$ cat src/rtl/counter_capture.sv
// Captures {overflow-event count, live counter} snapshots into a small FIFO.
// A saturating event counter tags each entry; the head is presented with valid/ready.
module counter_capture #(
  parameter int DEPTH = 4,
  parameter int OVW   = 8
) (
  input  logic                      clk,
  input  logic                      Reset,
  input  logic [7:0]                counter,
  input  logic                      OV,
  input  logic                      CAP,
  input  logic                      CLR_OVC,
  input  logic                      rd_ready,
  output logic                      rd_valid,
  output logic [OVW+7:0]            rd_data,
  output logic [$clog2(DEPTH):0]    fifo_count,
  output logic                      full,
  output logic                      dropped
);

  localparam int AW = $clog2(DEPTH);
  localparam int CW = AW + 1;
  localparam int EW = OVW + 8;

  function automatic logic [OVW-1:0] sat_inc(input logic [OVW-1:0] v);
    return (&v) ? v : v + OVW'(1);
  endfunction

  logic [OVW-1:0] ovc;
  logic [EW-1:0]  mem [DEPTH];
  logic [AW-1:0]  wr_ptr;
  logic [AW-1:0]  rd_ptr;
  logic [AW-1:0]  rd_ptr_nxt;
  logic [CW-1:0]  count_nxt;
  logic [EW-1:0]  entry_p0;
  logic [EW-1:0]  head_nxt;
  logic           push;
  logic           pop;

  assign full     = (fifo_count == CW'(DEPTH));
  assign pop      = rd_valid && rd_ready;
  assign push     = CAP && (!full || pop);
  assign entry_p0 = {ovc, counter};

  // Next head: a push into the slot the read pointer lands on bypasses memory.
  always_comb begin
    rd_ptr_nxt = pop ? rd_ptr + AW'(1) : rd_ptr;
    count_nxt  = fifo_count;
    if (push && !pop)
      count_nxt = fifo_count + CW'(1);
    else if (pop && !push)
      count_nxt = fifo_count - CW'(1);
    head_nxt = '0;
    if (count_nxt != '0)
      head_nxt = (push && (wr_ptr == rd_ptr_nxt)) ? entry_p0 : mem[rd_ptr_nxt];
  end

  // Stage p0 -> registered state
  always_ff @(posedge clk) begin
    if (!Reset) begin
      ovc        <= '0;
      wr_ptr     <= '0;
      rd_ptr     <= '0;
      fifo_count <= '0;
      dropped    <= 1'b0;
      rd_valid   <= 1'b0;
      rd_data    <= '0;
    end else begin
      if (CLR_OVC)
        ovc <= '0;
      else if (OV)
        ovc <= sat_inc(ovc);
      if (push)
        wr_ptr <= wr_ptr + AW'(1);
      rd_ptr     <= rd_ptr_nxt;
      fifo_count <= count_nxt;
      if (CAP && !push)
        dropped <= 1'b1;
      rd_valid <= (count_nxt != '0);
      rd_data  <= head_nxt;
    end
  end

  always_ff @(posedge clk) begin
    if (push)
      mem[wr_ptr] <= entry_p0;
  end

endmodule
$ cat config.mk
export PLATFORM = sky130hd
export DESIGN_NAME = counter_capture
export DESIGN_NICKNAME = d
export VERILOG_FILES = /design/src/rtl/counter_capture.sv
export SDC_FILE = /design/constraint.sdc
export NUM_CORES = 1
export LEC_CHECK = 0
export CORE_MARGIN = 3
export CORE_UTILIZATION = 63
export CTS_CLUSTER_DIAMETER = 40
export DETAILED_ROUTE_END_ITERATION = 16
export PLACE_DENSITY = 0.82
export SETUP_SLACK_MARGIN = 0.15
export SKIP_LAST_GASP = 1
export SYNTH_ARGS = -nofsm -noshare
export SYNTH_HDL_FRONTEND = slang
export SYNTH_SLANG_ARGS = --single-unit
$ cat constraint.sdc
create_clock -name clk -period 4.3 [get_ports clk]
set_input_delay 1.075 -clock clk [delete_from_list [all_inputs] [get_ports clk]]
set_output_delay 1.075 -clock clk [all_outputs]
set_load 0.005 [all_outputs]
==> results.md, run 1 <==
- Layout area overhead: 11.4%
- GPL Wtd Cong: 0.822
- Synth warn: 0
- Syn_nets: 346
- Share of the yosys chip area belonging to registers: 0.552
- Initial antenna violation count: 0
- First DRT Iteration DRCs: 98
- Number of synthesized flops with an enable pin: 64
- Min Hold Slack: between 0.5 and 0.6 ns
- Number of global-route vias before repair: 2681
- # Max-Cap Violations: 0
- Die area: 8500 um2
- Clock-pin slew on the worst setup and hold paths: 0.10 ns
- Clock tree buffer depth: 2
- Placed instance count: 443
- CP startpoint kind: input port
- Slew Viols, Final: 0
- R2R setup slack: 1.87 ns
- Chip Height: slightly above 90 um
- Routed WL per cell: around 17 um
- Layout cell share with drive strength beyond 1: 0.157
- CP arrival: 3.25 ns
- Tightest Hold Check Type: reg2reg
- Multi-input gate area: 1900 um2
- Vias/cell: 5.78
- Final std cells w/o fill: between 400 and 500
- Clk sinks: 97
- Tightest Pin Transition: between 0.9 and 1 ns
- Placement Rows: 30
- H-Tree Depth: 3
- Kind of critical path: in2reg
- RSZ-0062 raised after global routing: no
- Data required time of the worst path: 4.57 ns
- Port Buffer Count: 35
- First-pass GRT wire length: 13400 um
- Run status: complete, no violations
- Post-CTS sizing: 0
- Async set or reset register ratio after synthesis: 0
- R2R depth: 6
- Final hold vios: 0
- Most common flop cell mapped by yosys: edfxtp_1
- Tmin final: 2.98 ns
- Crit path capture type: flop
- Latest clock arrival within the worst-skew pair: 0.35 ns
- Power density cells: 401 nW/um2
- Post-Syn Area: ~4700 um2
- TritonCTS clock tree: done
- Worst VDD drop: 0.202 mV
- Post-synth cell types: 49
- Synthesized instance count: 324
- Largest net degree at the start of global routing: 43
- Gr ovfl total: 0
- Die Width: around 92 um
- Num CTS Buffers: 9
- Clock Tree Root: clkbuf_8
- Final #Nets: 380
- Layout Skew: around 0.015 ns
- Rel. slew slack: 0.359
- Reg area: ~2600 um2
- Antenna Cells: 0
- Leak: ~1.7 nW
- Post-synthesis register bit count: 97
- Final HPWL DP: 5280 um
- Total wire length: around 8000 um
- Number of I/O pins: 36
- Setup Viol. Count Final: 0
- # Post-CTS Setup Buffers: 0
- Drc violations: 0
- Gr usage total: 0.204
- Final ANT Viol Nets: 0
- Syn Area/Cell: 14.4 um2
- Critical path peak fanout: 32
- DRT Pass-1 Iters: 4
- Via Count: between 2000 and 3000
- Setup TNS: 0 ns
- Final Cycle Share: 0.693
- Hold depth: 2
- Starting Density: 0.670
- Cts-stage hold buffer count: 0
- Core Box Area: between 6000 and 7000 um2
- Filler Cells Inserted: 456
- F_max: 336 MHz
where the power goes:
part           switching [mW]  internal, mW
combinational           0.193         0.225
sequential             0.0629          1.07
clock                   0.323         0.222
cell families after synthesis:
group / Yosys count / share of synthesized area
and+or+nand+nor: 65 / 0.0703
muxes: 82 / 0.221
buffers and inverters: 26 / 0.0428
adders and majority gates: 8 / 0.0214
AOI/OAI and AO/OA: 37 / 0.0760
xor gates and xnor gates: 9 / 0.0169
DFF: 97 / 0.552
state kept, by name (all words and copies together) (netlist names):
register	count
ovc	8
rd_ptr	2
mem	64
rd_data	16
fifo_count	3
dropped	1
wr_ptr	2
rd_valid	1
cell type report:
type | instances | share of cell area
clock buffers | 9 | 0.0238
clock inverters | 7 | 0.0113
inverters | 7 | 0.00504
multi-input cells | 201 | 0.364
flip-flops and latches | 97 | 0.496
well taps | 96 | 0.0230
repair buffers | 42 | 0.0773
cell usage in the layout, fill, tap and decap left out, types with 2 or more instances in the layout:
master,count
o21ai_1,2
nor2b_1,2
nand3_1,5
a211oi_1,4
edfxtp_1,64
buf_4,7
or3_1,2
ha_1,8
nand2_1,7
clkbuf_8,9
inv_6,4
mux4_2,13
and2_1,10
mux4_1,3
xor2_1,2
inv_1,6
o21ai_0,3
mux2i_1,66
dfxtp_1,32
nor2_1,25
a211oi_2,12
clkdlybuf4s50_1,35
nand2b_1,2
a21oi_1,4
nor3_1,4
xnor2_1,7
a31oi_1,2
path summary, 6_finish.rpt:
path	from	end
worst max-delay path	rd_ready	rd_data[7]
worst min-delay path	dropped	dropped
worst min register to register	dropped	dropped
worst max register to register	rd_ptr[1]	rd_data[7]
cell usage after synthesis (5+ instances only):
master	instances	area (um2)
a211oi_2	12	150
and2_1	10	62.6
buf_6	5	56.3
dfxtp_1	33	661
edfxtp_1	64	1920
ha_1	8	100
inv_1	6	22.5
mux2i_1	66	661
mux4_2	13	293
nand2_1	7	26.3
nand3_1	5	25.0
nor2_1	25	93.8
xnor2_1	7	61.3
metal layers:
| layer | routed length [um] | GRT usage |
|---|---|---|
| met1 | 3700 | 0.271 |
| met2 | 4040 | 0.342 |
| met3 | 207 | 0.0320 |
| met4 | 58 | 0.0718 |
| met5 | 0 | 0 |
per-stage QoR:
step	total power, mW	utilization	cell area, um2	setup WS, ns
after detailed placement	1.57	0.721	5030	0.965
after floorplan	1.45	-	4680	1.74
after CTS	2.11	0.747	5210	1.33
after global routing	2.19	0.747	5210	1.13
final	2.09	0.747	5210	1.32
after global placement	1.55	0.721	5030	1.07
critical path: stages:
cell             delay [ns]
clkdlybuf4s50_1        0.58
and2_4                 0.44
o21ai_2                0.14
o311ai_4               0.27
buf_4                  0.42
nor2_1                 0.10
a211oi_2               0.22
(Power assumes the default switching activity.)
==> run 2, diff against run 1 <==
--- a/config.mk
+++ b/config.mk
@@ -6,10 +6,10 @@
 export NUM_CORES = 1
 export LEC_CHECK = 0
 export CORE_MARGIN = 3
-export CORE_UTILIZATION = 63
+export CORE_UTILIZATION = 53
 export CTS_CLUSTER_DIAMETER = 40
 export DETAILED_ROUTE_END_ITERATION = 16
-export PLACE_DENSITY = 0.82
+export PLACE_DENSITY = 0.73
 export SETUP_SLACK_MARGIN = 0.15
 export SKIP_LAST_GASP = 1
 export SYNTH_ARGS = -nofsm -noshare
==> constraint.sdc (replaced) <==
create_clock -name clk -period 2.4 [get_ports clk]
set_input_delay 0.6 -clock clk [delete_from_list [all_inputs] [get_ports clk]]
set_output_delay 0.6 -clock clk [all_outputs]
set_load 0.005 [all_outputs]
==> results.md, run 2 (synthesized netlist as in run 1, its figures left out) <==
- Latest clock arrival within the worst-skew pair: 0.36 ns (was 0.35 ns)
- CP startpoint kind: input port (unchanged)
- R2R depth: 4 (was 6)
- Wire length on met3: 318 um (was 207 um)
- Uppermost layer routed: met4 (unchanged)
- H-Tree Depth: 3 (unchanged)
- Most common cell after layout, fill and taps aside: mux2i_1 (unchanged)
- Tightest Hold Check Type: reg2reg (unchanged)
- Layout cell share with drive strength beyond 1: 0.215 (was 0.157)
- Finished Core Util: 0.658 (was 0.747)
- Gr usage total: 0.171 (was 0.204)
- Worst VDD drop: 0.508 mV (was 0.202 mV)
- Crit path capture type: flop (unchanged)
- Data required time of the worst path: 2.67 ns (was 4.57 ns)
- Slew Viols, Final: 0 (unchanged)
- Die area: 9990 um2 (was 8500 um2)
- Starting Density: 0.558 (was 0.670)
- Filler Cells Inserted: 619 (was 456)
- Clock-pin slew on the worst setup and hold paths: 0.10 ns (about the same)
- Placement Rows: 33 (was 30)
- Clock Tree Root: clkbuf_8 (unchanged)
- RR Startpoint: rd_ptr[0] (was rd_ptr[1])
- Setup ws final: 0.323 ns (was 1.32 ns)
- Leak: 1.83 nW (was 1.68 nW)
- Cts-stage hold buffer count: 0 (unchanged)
- Chip Height: 100 um (was 92.2 um)
- Total wire length: 7970 um (was 8000 um)
- Clk sinks: 97 (unchanged)
- Top reg by flops: mem (unchanged)
- CP max stage delay: 0.57 ns (was 0.58 ns)
- Slowest cell on the critical path: mux4_1 (was clkdlybuf4s50_1)
- Final Cycle Share: 0.865
- Layout Skew: 0.0105 ns (was 0.0150 ns)
- Crit path capture: rd_data[13] (was rd_data[7])
- Initial antenna violation count: 0 (unchanged)
- Largest net degree at the start of global routing: 34 (was 43)
- DRT Pass-1 Iters: 4 (unchanged)
- Min Hold Slack: 0.503 ns (was 0.501 ns)
- Tmin final: 2.08 ns
- Layout area overhead: 17.9% (was 11.4%)
- Final hold vios: 0 (unchanged)
- WL met2: 4040 um (about the same)
- Overall Power: 3.90 mW (was 2.09 mW)
- Number of global-route vias before repair: 2703 (was 2681)
- Core Box Area: 8380 um2 (was 6980 um2)
- Critical path peak fanout: 6 (was 32)
- Reg area: 2590 um2 (about the same)
- First DRT Iteration DRCs: 82 (was 98)
- Run status: complete, no violations (unchanged)
- Gr ovfl total: 0 (unchanged)
- F_max: 482 MHz
- GPL Wtd Cong: 0.785 (was 0.822)
- Final #Nets: 399 (was 380)
- Met1 Wirelength: 3500 um (was 3700 um)
- Final ANT Viol Nets: 0 (unchanged)
- Setup Viol. Count Final: 0 (unchanged)
- # Max-Cap Violations: 0 (unchanged)
- CP arrival: 2.35 ns (was 3.25 ns)
- TritonCTS clock tree: done (unchanged)
- Multi-input gate area: 1910 um2 (was 1900 um2)
- RSZ-0062 raised after global routing: no (unchanged)
- Kind of critical path: in2reg (unchanged)
- First-pass GRT wire length: 13100 um (was 13400 um)
- Power density cells: 708 nW/um2 (was 401 nW/um2)
- Clock tree buffer depth: 2 (unchanged)
- Top flop regs: mem x64, rd_data x16, ovc x8 (unchanged)
- Worst-path cell chain: clkdlybuf4s50_1, and2_4, buf_4, mux4_1, a211oi_1 (was clkdlybuf4s50_1, and2_4, o21ai_2, o311ai_4, buf_4, nor2_1, a211oi_2)
- Final HPWL DP: 5560 um (was 5280 um)
- Largest register FFs: 64 (unchanged)
- Antenna Cells: 0 (unchanged)
- Die Width: 100 um (was 92.2 um)
- Vias/cell: 5.62 (was 5.78)
- Reg-to-reg endpoint: rd_data[13] (was rd_data[7])
- Critical Path Source: rd_ready (unchanged)
- Routed WL per cell: 16.4 um (was 17.4 um)
- Commonest non-fill, non-tap cells in the layout: mux2i_1 (66), edfxtp_1 (64), clkdlybuf4s50_1 (34), dfxtp_1 (30), nor2_1 (25) (was mux2i_1 (66), edfxtp_1 (64), clkdlybuf4s50_1 (35), dfxtp_1 (32), nor2_1 (25))
- Rel. slew slack: 0.617 (was 0.359)
- Num CTS Buffers: 9 (unchanged)
- Port Buffer Count: 35 (unchanged)
- Via Count: 2736 (was 2653)
- Setup TNS: 0 ns (unchanged)
- Pre-CTS setup slack: -0.0186 ns (was 0.965 ns)
- Drc violations: 0 (unchanged)
- Number of I/O pins: 36 (unchanged)
- Tightest Pin Transition: 0.570 ns (was 0.961 ns)
- R2R setup slack: 0.56 ns (was 1.87 ns)
run 2: cell types whose count changed in the layout (fill, tap and decap cells not counted), sizes merged:
cell | before | now
inv | 12 | 13
dlymetal6s2s | 0 | 1
clkinv | 1 | 0
buf | 7 | 26
clkdlybuf4s50 | 35 | 34
run 2: worst max-delay path: cells and delay by family:
kind            cells  cell delay [ns]
buf+inv             2             0.70
mux                 1             0.57
compound gates      1             0.27
simple gates        1             0.21
run 2: worst min-delay path by stage:
stage                       start      end  depth (start not counted)
after floorplan           dropped  dropped                          2
after global placement    dropped  dropped                          2
after detailed placement  dropped  dropped                          2
after CTS                 dropped  dropped                          2
after global routing      dropped  dropped                          2
final                     dropped  dropped                          2
run 2: final cells by class:
type	count	area share
inverter	7	0.00522
sequential	97	0.470
timing repair buffer	61	0.120
clock inverter	7	0.0123
tap	105	0.0238
multi-input combinational	201	0.346
clock buffer	9	0.0225
run 2: timing repair:
action,in CTS,in global routing
setup endpoints to repair,1,1
endpoints found under the hold margin,0,0
buffers inserted,0,1
resized for setup,8,2
run 2: where the power goes:
part	internal [mW]	switching [mW]	total [mW]	leakage, nW
combinational	0.498	0.396	0.893	0.896
clock	0.409	0.609	1.02	0.0966
sequential	1.91	0.0828	1.99	0.838
run 2: per-layer routing:
layer	vias to the layer above	track usage
met5	-	0
met4	0	0.0525
met3	13	0.0466
met2	47	0.286
met1	1331	0.217
li1	1345	-
run 2: through the flow:
stage / std cells / area, um2
floorplan: 324 / 4680
global placement: 470 / 5290
detailed placement: 470 / 5290
CTS: 486 / 5500
global route: 487 / 5510
finish: 487 / 5510
